**src/rtl/seven_segment_decoder.sv**
```systemverilog
// ---------------------------------------------------------------------------
// SevenSegmentDecoder
//
// Purpose:
//   Watches the segment and digit strobe lines that normally drive a
//   multiplexed, active-low, 8-digit seven-segment display and recovers
//   the hex value, the decimal-point state and a legality flag for each
//   digit. A pattern is captured only after it has held unchanged for
//   SETTLE_CYCLES consecutive clock edges. This rejects glitches and
//   ghosting while the scan moves from one digit to the next.
//
// Ports:
//   clock          in   1   system clock, all state on the rising edge
//   reset          in   1   asynchronous, active-high reset
//   segmentEnableN in   8   active-low segments, bit0..6 = a..g, bit7 = dp
//   digitEnableN   in   8   active-low digit strobes, bit i = digit i
//   clearError     in   1   synchronous clear of the sticky error flag
//   data           out  32  decoded nibbles, nibble i = data[4i+3:4i]
//   pointEnable    out  8   captured decimal-point state per digit, 1 = lit
//   digitValid     out  8   1 = last capture of digit i was a legal glyph
//   frameDone      out  1   one-cycle pulse once all 8 digits are captured
//   error          out  1   sticky flag, several digit strobes active at once
// ---------------------------------------------------------------------------
module seven_segment_decoder #(
    parameter int unsigned SETTLE_CYCLES = 4
) (
    input  logic        clock,
    input  logic        reset,
    input  logic [7:0]  segmentEnableN,
    input  logic [7:0]  digitEnableN,
    input  logic        clearError,
    output logic [31:0] data,
    output logic [7:0]  pointEnable,
    output logic [7:0]  digitValid,
    output logic        frameDone,
    output logic        error
);

    localparam logic [15:0] SETTLE = 16'(SETTLE_CYCLES);

    typedef enum logic [1:0] {
        IDLE,
        SETTLING,
        CAPTURED
    } stateT;

    // Number of active (low) strobes in an 8-bit active-low vector.
    function automatic logic [3:0] countLow(input logic [7:0] v);
        logic [3:0] n;
        n = 4'd0;
        for (int i = 0; i < 8; i++) begin
            n = n + {3'b000, ~v[i]};
        end
        return n;
    endfunction

    // Position of the active strobe. Only used when exactly one is low.
    function automatic logic [2:0] lowIndex(input logic [7:0] v);
        logic [2:0] idx;
        idx = 3'd0;
        for (int i = 0; i < 8; i++) begin
            if (!v[i]) begin
                idx = i[2:0];
            end
        end
        return idx;
    endfunction

    // Active-high gfedcba -> {legal, nibble}. Unknown shapes decode to 0.
    function automatic logic [4:0] decodeGlyph(input logic [6:0] g);
        logic [4:0] r;
        case (g)
            7'h3F:   r = 5'h10;
            7'h06:   r = 5'h11;
            7'h5B:   r = 5'h12;
            7'h4F:   r = 5'h13;
            7'h66:   r = 5'h14;
            7'h6D:   r = 5'h15;
            7'h7D:   r = 5'h16;
            7'h07:   r = 5'h17;
            7'h7F:   r = 5'h18;
            7'h6F:   r = 5'h19;
            7'h77:   r = 5'h1A;
            7'h7C:   r = 5'h1B;
            7'h39:   r = 5'h1C;
            7'h5E:   r = 5'h1D;
            7'h79:   r = 5'h1E;
            7'h71:   r = 5'h1F;
            default: r = 5'h00;
        endcase
        return r;
    endfunction

    stateT       stateQ, stateD;
    logic [15:0] counterQ, counterD;
    logic [7:0]  sampleSegQ, sampleDigQ;
    logic [31:0] dataQ, dataD;
    logic [7:0]  pointQ, pointD;
    logic [7:0]  validQ, validD;
    logic [7:0]  seenQ, seenD;
    logic        frameDoneQ, frameDoneD;
    logic        errorQ, errorD;

    logic        capture;
    logic        restart;
    logic        oneStrobe;
    logic        samePattern;
    logic        multiSampled;
    logic [2:0]  capIndex;
    logic [4:0]  glyph;
    logic [7:0]  seenMerged;

    // The counter tracks how many consecutive edges the sample register
    // will have held the current pin pattern once this edge completes.
    // Comparing the pins with the sample register therefore gives a
    // capture on the SETTLE_CYCLES-th edge of an unchanged pattern.
    assign oneStrobe    = (countLow(digitEnableN) == 4'd1);
    assign samePattern  = ({segmentEnableN, digitEnableN} == {sampleSegQ, sampleDigQ});
    assign multiSampled = (countLow(sampleDigQ) >= 4'd2);
    assign capIndex     = lowIndex(digitEnableN);
    assign glyph        = decodeGlyph(~segmentEnableN[6:0]);

    // Next-state logic for the settle FSM. A new single-strobe pattern
    // always restarts the count at one. If SETTLE_CYCLES is 1, that first
    // edge is already enough to capture.
    always_comb begin
        stateD   = stateQ;
        counterD = counterQ;
        capture  = 1'b0;
        restart  = 1'b0;
        case (stateQ)
            IDLE: begin
                counterD = 16'd0;
                restart  = oneStrobe;
            end
            SETTLING: begin
                if (!oneStrobe) begin
                    stateD   = IDLE;
                    counterD = 16'd0;
                end else if (!samePattern) begin
                    restart = 1'b1;
                end else begin
                    counterD = (counterQ >= SETTLE) ? SETTLE : counterQ + 16'd1;
                    if (counterD == SETTLE) begin
                        capture = 1'b1;
                        stateD  = CAPTURED;
                    end
                end
            end
            CAPTURED: begin
                if (!samePattern) begin
                    if (oneStrobe) begin
                        restart = 1'b1;
                    end else begin
                        stateD   = IDLE;
                        counterD = 16'd0;
                    end
                end
            end
            default: begin
                stateD   = IDLE;
                counterD = 16'd0;
            end
        endcase
        if (restart) begin
            counterD = 16'd1;
            if (SETTLE == 16'd1) begin
                capture = 1'b1;
                stateD  = CAPTURED;
            end else begin
                stateD = SETTLING;
            end
        end
    end

    // Capture datapath. Only the strobed digit changes. The frame pulse
    // fires when a capture completes the seen set, and the set restarts
    // empty on that same edge.
    always_comb begin
        dataD      = dataQ;
        pointD     = pointQ;
        validD     = validQ;
        seenD      = seenQ;
        frameDoneD = 1'b0;
        seenMerged = seenQ | (8'b0000_0001 << capIndex);
        if (capture) begin
            dataD[{capIndex, 2'b00} +: 4] = glyph[3:0];
            validD[capIndex]              = glyph[4];
            pointD[capIndex]              = ~segmentEnableN[7];
            if (seenMerged == 8'hFF) begin
                frameDoneD = 1'b1;
                seenD      = 8'h00;
            end else begin
                seenD = seenMerged;
            end
        end
    end

    // A set request wins over a clear on the same edge.
    always_comb begin
        errorD = errorQ;
        if (multiSampled) begin
            errorD = 1'b1;
        end else if (clearError) begin
            errorD = 1'b0;
        end
    end

    // All state, including the input sample register, on one clock.
    always_ff @(posedge clock or posedge reset) begin
        if (reset) begin
            stateQ     <= IDLE;
            counterQ   <= 16'd0;
            sampleSegQ <= 8'hFF;
            sampleDigQ <= 8'hFF;
            dataQ      <= 32'd0;
            pointQ     <= 8'd0;
            validQ     <= 8'd0;
            seenQ      <= 8'd0;
            frameDoneQ <= 1'b0;
            errorQ     <= 1'b0;
        end else begin
            stateQ     <= stateD;
            counterQ   <= counterD;
            sampleSegQ <= segmentEnableN;
            sampleDigQ <= digitEnableN;
            dataQ      <= dataD;
            pointQ     <= pointD;
            validQ     <= validD;
            seenQ      <= seenD;
            frameDoneQ <= frameDoneD;
            errorQ     <= errorD;
        end
    end

    assign data        = dataQ;
    assign pointEnable = pointQ;
    assign digitValid  = validQ;
    assign frameDone   = frameDoneQ;
    assign error       = errorQ;

endmodule

```
**config.mk**
```make
export PLATFORM = sky130hd
export DESIGN_NAME = seven_segment_decoder
export DESIGN_NICKNAME = d
export VERILOG_FILES = /design/src/rtl/seven_segment_decoder.sv
export SDC_FILE = /design/constraint.sdc
export NUM_CORES = 1
export LEC_CHECK = 0
export CORE_ASPECT_RATIO = 1.2
export CORE_MARGIN = 4
export CORE_UTILIZATION = 50
export DETAILED_ROUTE_END_ITERATION = 8
export GPL_ROUTABILITY_DRIVEN = 0
export GPL_TIMING_DRIVEN = 0
export HOLD_SLACK_MARGIN = 0.02
export PLACE_DENSITY = 0.77
export SETUP_SLACK_MARGIN = 0.15
export SLEW_MARGIN = 15
export SYNTH_ARGS = -nofsm -noshare
export SYNTH_HDL_FRONTEND = slang
export SYNTH_SLANG_ARGS = --single-unit
```
**constraint.sdc**
```tcl
create_clock -name clock -period 3.2 [get_ports clock]
set_clock_uncertainty 0.1 [all_clocks]
set_input_delay 0.64 -clock clock [delete_from_list [all_inputs] [get_ports clock]]
set_output_delay 0.64 -clock clock [all_outputs]
set_load 0.01 [all_outputs]
```
==> load_flow_metrics.sql <==
INSERT INTO impl_metrics (metric_group, metric, value, unit) VALUES
('floorplanning', 'die-area', '11700', 'um2'),
('place', 'post-place-ws', '-2.21', 'ns'),
('critical_path', 'cp.required', '3.32', 'ns'),
('sta', 'report.final.setup_viol', '62', ''),
('final_layout', 'fin_util', '0.690', ''),
('synthesis', 'number_of_flops_mapped_to_enable_cells_by_yosys', '0', ''),
('synthesis', 'yosys.area_share.simple', '0.194', ''),
('synthesis', 'yosys_warns', '0', ''),
('grt', 'track_usage', '0.206', ''),
('route', 'detailedRoute.firstIterationViolations', '207', ''),
('clocking', 'root_buffer', 'clkbuf_16', ''),
('sta', 'slew_headroom', '0.288', ''),
('critical_path', 'crit_path_slowest_cell', 'fa_1', ''),
('synthesis', 'postSynth.asyncResetShare', '1.00', ''),
('sta', 'fin_tns_setup', '-61.96', 'ns'),
('grt', 'grt_start_max_net_pins', '38', ''),
('synthesis', 'avgSynthCellArea', '11.7', 'um2'),
('sta', 'worstMarginPinSlew', '1.06', 'ns'),
('floorplanning', 'io_pins', '69', ''),
('synthesis', 'compound_gate_portion_of_the_synthesized_area', '0.0866', ''),
('floorplanning', 'die_w', '99.4', 'um'),
('route', 'drc', '0', ''),
('power_and_ir_drop', 'power_per_cell_area', '427', 'nW/um2'),
('sta', 'postLayoutSetupSlackWorst', '-1.19', 'ns'),
('synthesis', 'syn-num-nets', '470', ''),
('critical_path', 'ff2ff_path_depth', '10', ''),
('hold_path', 'hold_path_end', 'sampleDigQ[1]$_DFF_PP1_', ''),
('critical_path', 'crit-reg2reg-capture', 'error$_DFFE_PP0P_', ''),
('floorplanning', 'initial_core_util', '0.519', ''),
('synthesis', 'synth_sequential_area_ratio', '0.463', ''),
('route', 'remaining_antenna_violation_count', '0', ''),
('sta', 'finalWorstPathRequiredPeriod', '4.39', 'ns'),
('place', 'place_area', '5970', 'um2'),
('final_layout', 'mostFrequentLayoutCells', '76 x dfrtp_1, 63 x clkdlybuf4s50_1, 36 x inv_1, 21 x mux2_4, 20 x buf_4', ''),
('floorplanning', 'core', '9660', 'um2'),
('outcome', 'status', 'finished with violations', ''),
('synthesis', 'post_synth_xor_area_fraction', '0.0314', ''),
('clocking', 'clkLatencyLatePin', '0.34', 'ns'),
('final_layout', 'antenna-diode-count', '0', ''),
('synthesis', 'post_synthesis_share_of_cell_area_spent_on_full_adders_half_adders_and_majority_gates', '0.0668', ''),
('outcome', 'violations_in_the_final_reports', 'setup timing', ''),
('critical_path', 'r2r_setup_slack', '0.04', 'ns'),
('critical_path', 'worst_setup_ep_type', 'register', ''),
('route', 'avgViaCountPerCell', '5.55', ''),
('clocking', 'htreeDepth', '3', ''),
('synthesis', 'yosys_register_bits', '92', ''),
('power_and_ir_drop', 'static-leakage-power', '3.06', 'nW'),
('route', 'finalWirelength', '11700', 'um'),
('sta', 'final-hold-violation-count', '0', ''),
('clocking', 'cts.sinks', '92', ''),
('final_layout', 'final_area', '6670', 'um2'),
('critical_path', 'critical_path.cell_chain', 'buf_8 -> fa_1 -> inv_2 -> fa_1 -> fa_1 -> ha_2 -> inv_2 -> fa_1 -> and4b_1 -> a41o_1 -> o211ai_1 -> buf_6 -> nor4b_4 -> buf_6 -> mux2_4', ''),
('grt', 'grt_first_pass_wirelength', '19200', 'um'),
('place', 'final_hpwl_dp', '8120', 'um'),
('critical_path', 'critPathMaxFanout', '5', ''),
('grt', 'global_route.overflow_total', '0', ''),
('clocking', 'cts_buffers', '9', ''),
('critical_path', 'cpPeakStageDelay', '0.54', 'ns'),
('sta', 'period_share', '1.37', ''),
('route', 'route.vias.total', '3702', ''),
('sta', 'final_max_slew_violation_count', '0', ''),
('critical_path', 'setup.worst_path.start_class', 'input pin', ''),
('floorplanning', 'core.rowCount', '39', ''),
('clocking', 'clk_transition_reported_paths', '0.06', 'ns'),
('final_layout', 'design.final.nets', '580', ''),
('clocking', 'clk_path_buf_depth', '2', ''),
('route', 'detailedRoute.firstPassIterationCount', '4', ''),
('synthesis', 'postSynthCellCount', '429', ''),
('final_layout', 'most_common_cell_after_layout_fill_and_taps_aside', 'dfrtp_1', ''),
('final_layout', 'area_delta_synth_final', '33.0', '%'),
('grt', 'first_global_vias', '3863', '');
## cell usage after synthesis, types with 3 or more instances
| cell type | n | area, um2 |
|---|---|---|
| mux2i_1 | 13 | 130 |
| nand2b_1 | 9 | 56.3 |
| nor4_1 | 4 | 25.0 |
| nand2_1 | 15 | 56.3 |
| clkbuf_1 | 9 | 33.8 |
| buf_6 | 5 | 56.3 |
| o31ai_1 | 3 | 22.5 |
| a211oi_1 | 4 | 30.0 |
| nand3_1 | 9 | 45.0 |
| nor2_1 | 15 | 56.3 |
| a2bb2oi_1 | 5 | 43.8 |
| ha_1 | 14 | 175 |
| buf_2 | 3 | 15.0 |
| xor2_1 | 17 | 149 |
| mux2_2 | 31 | 349 |
| mux2_1 | 4 | 45.0 |
| and2_1 | 18 | 113 |
| inv_1 | 43 | 161 |
| nand4_1 | 3 | 18.8 |
| o21ai_0 | 10 | 50.1 |
| nor4_4 | 9 | 191 |
| nor4_2 | 5 | 62.6 |
| o22ai_1 | 3 | 18.8 |
| fa_1 | 8 | 160 |
| a21oi_1 | 10 | 50.1 |
| nor3_1 | 12 | 60.1 |
| dfstp_2 | 16 | 420 |
| dfrtp_1 | 76 | 1900 |
## stage by stage
stage / instances / hold WS [ns] / power, mW
2_1_floorplan: 429 / 0.354 / 1.49
3_3_place_gp: 620 / 0.366 / 1.58
3_5_place_dp: 622 / 0.372 / 1.60
4_1_cts: 663 / 0.302 / 2.85
5_1_grt: 667 / 0.300 / 2.97
6_report: 667 / 0.309 / 2.85
## sequential cells by signal, summed over array words and instances, names as in the netlist
signal	flops
seenQ	8
counterQ	16
stateQ	2
error	1
pointEnable	8
frameDone	1
data	32
digitValid	8
sampleDigQ	8
sampleSegQ	8
## logic make-up after synthesis
group,Yosys count
AOI/OAI and AO/OA,60
xor gates and xnor gates,18
adders and majority gates,22
muxes,48
buffers and inverters,61
and+or+nand+nor,128
DFF,92
## layer usage
| metal | global-route usage | wire [um] |
|---|---|---|
| met5 | 0 | 0 |
| met2 | 0.343 | 6010 |
| met1 | 0.263 | 4980 |
| met4 | 0.0828 | 239 |
| met3 | 0.0397 | 515 |
## power breakdown
group          leakage [nW]  total (mW)  internal [mW]  switching (mW)
logic                  1.75       0.416          0.186           0.230
registers              1.16        1.21           1.20          0.0190
clock network         0.155        1.22          0.764           0.455
total                  3.06        2.85           2.15           0.704
## timing repair
item	CTS	global route
setup endpoints to repair	73	73
pin swaps	18	10
setup buffers	24	4
resized for setup	37	19
gates cloned	1	0
hold endpoints to repair	0	0
## worst max path at each step
stage               slack [ns]       startpoint  cells past startpoint                   end
floorplan                -1.25  digitEnableN[0]                     13  data[16]$_DFFE_PP0P_
global placement         -2.11  digitEnableN[3]                     14  data[19]$_DFFE_PP0P_
detailed placement       -2.21  digitEnableN[3]                     14  data[19]$_DFFE_PP0P_
CTS                      -1.15  digitEnableN[0]                     15  data[19]$_DFFE_PP0P_
global route             -1.31  digitEnableN[0]                     15   data[9]$_DFFE_PP0P_
finish                   -1.19  digitEnableN[0]                     15  data[19]$_DFFE_PP0P_
## area by class of cell
| cell class | count | area, um2 |
|---|---|---|
| repair buffers | 99 | 993 |
| inverters | 44 | 169 |
| fillers | 703 | 2990 |
| clock buffers | 10 | 229 |
| multi-input cells | 276 | 2580 |
| flip-flops and latches | 92 | 2320 |
| well taps | 123 | 154 |
| plain buffers | 17 | 113 |
| clock inverters | 6 | 113 |
Power figures use the tool's default switching activity.
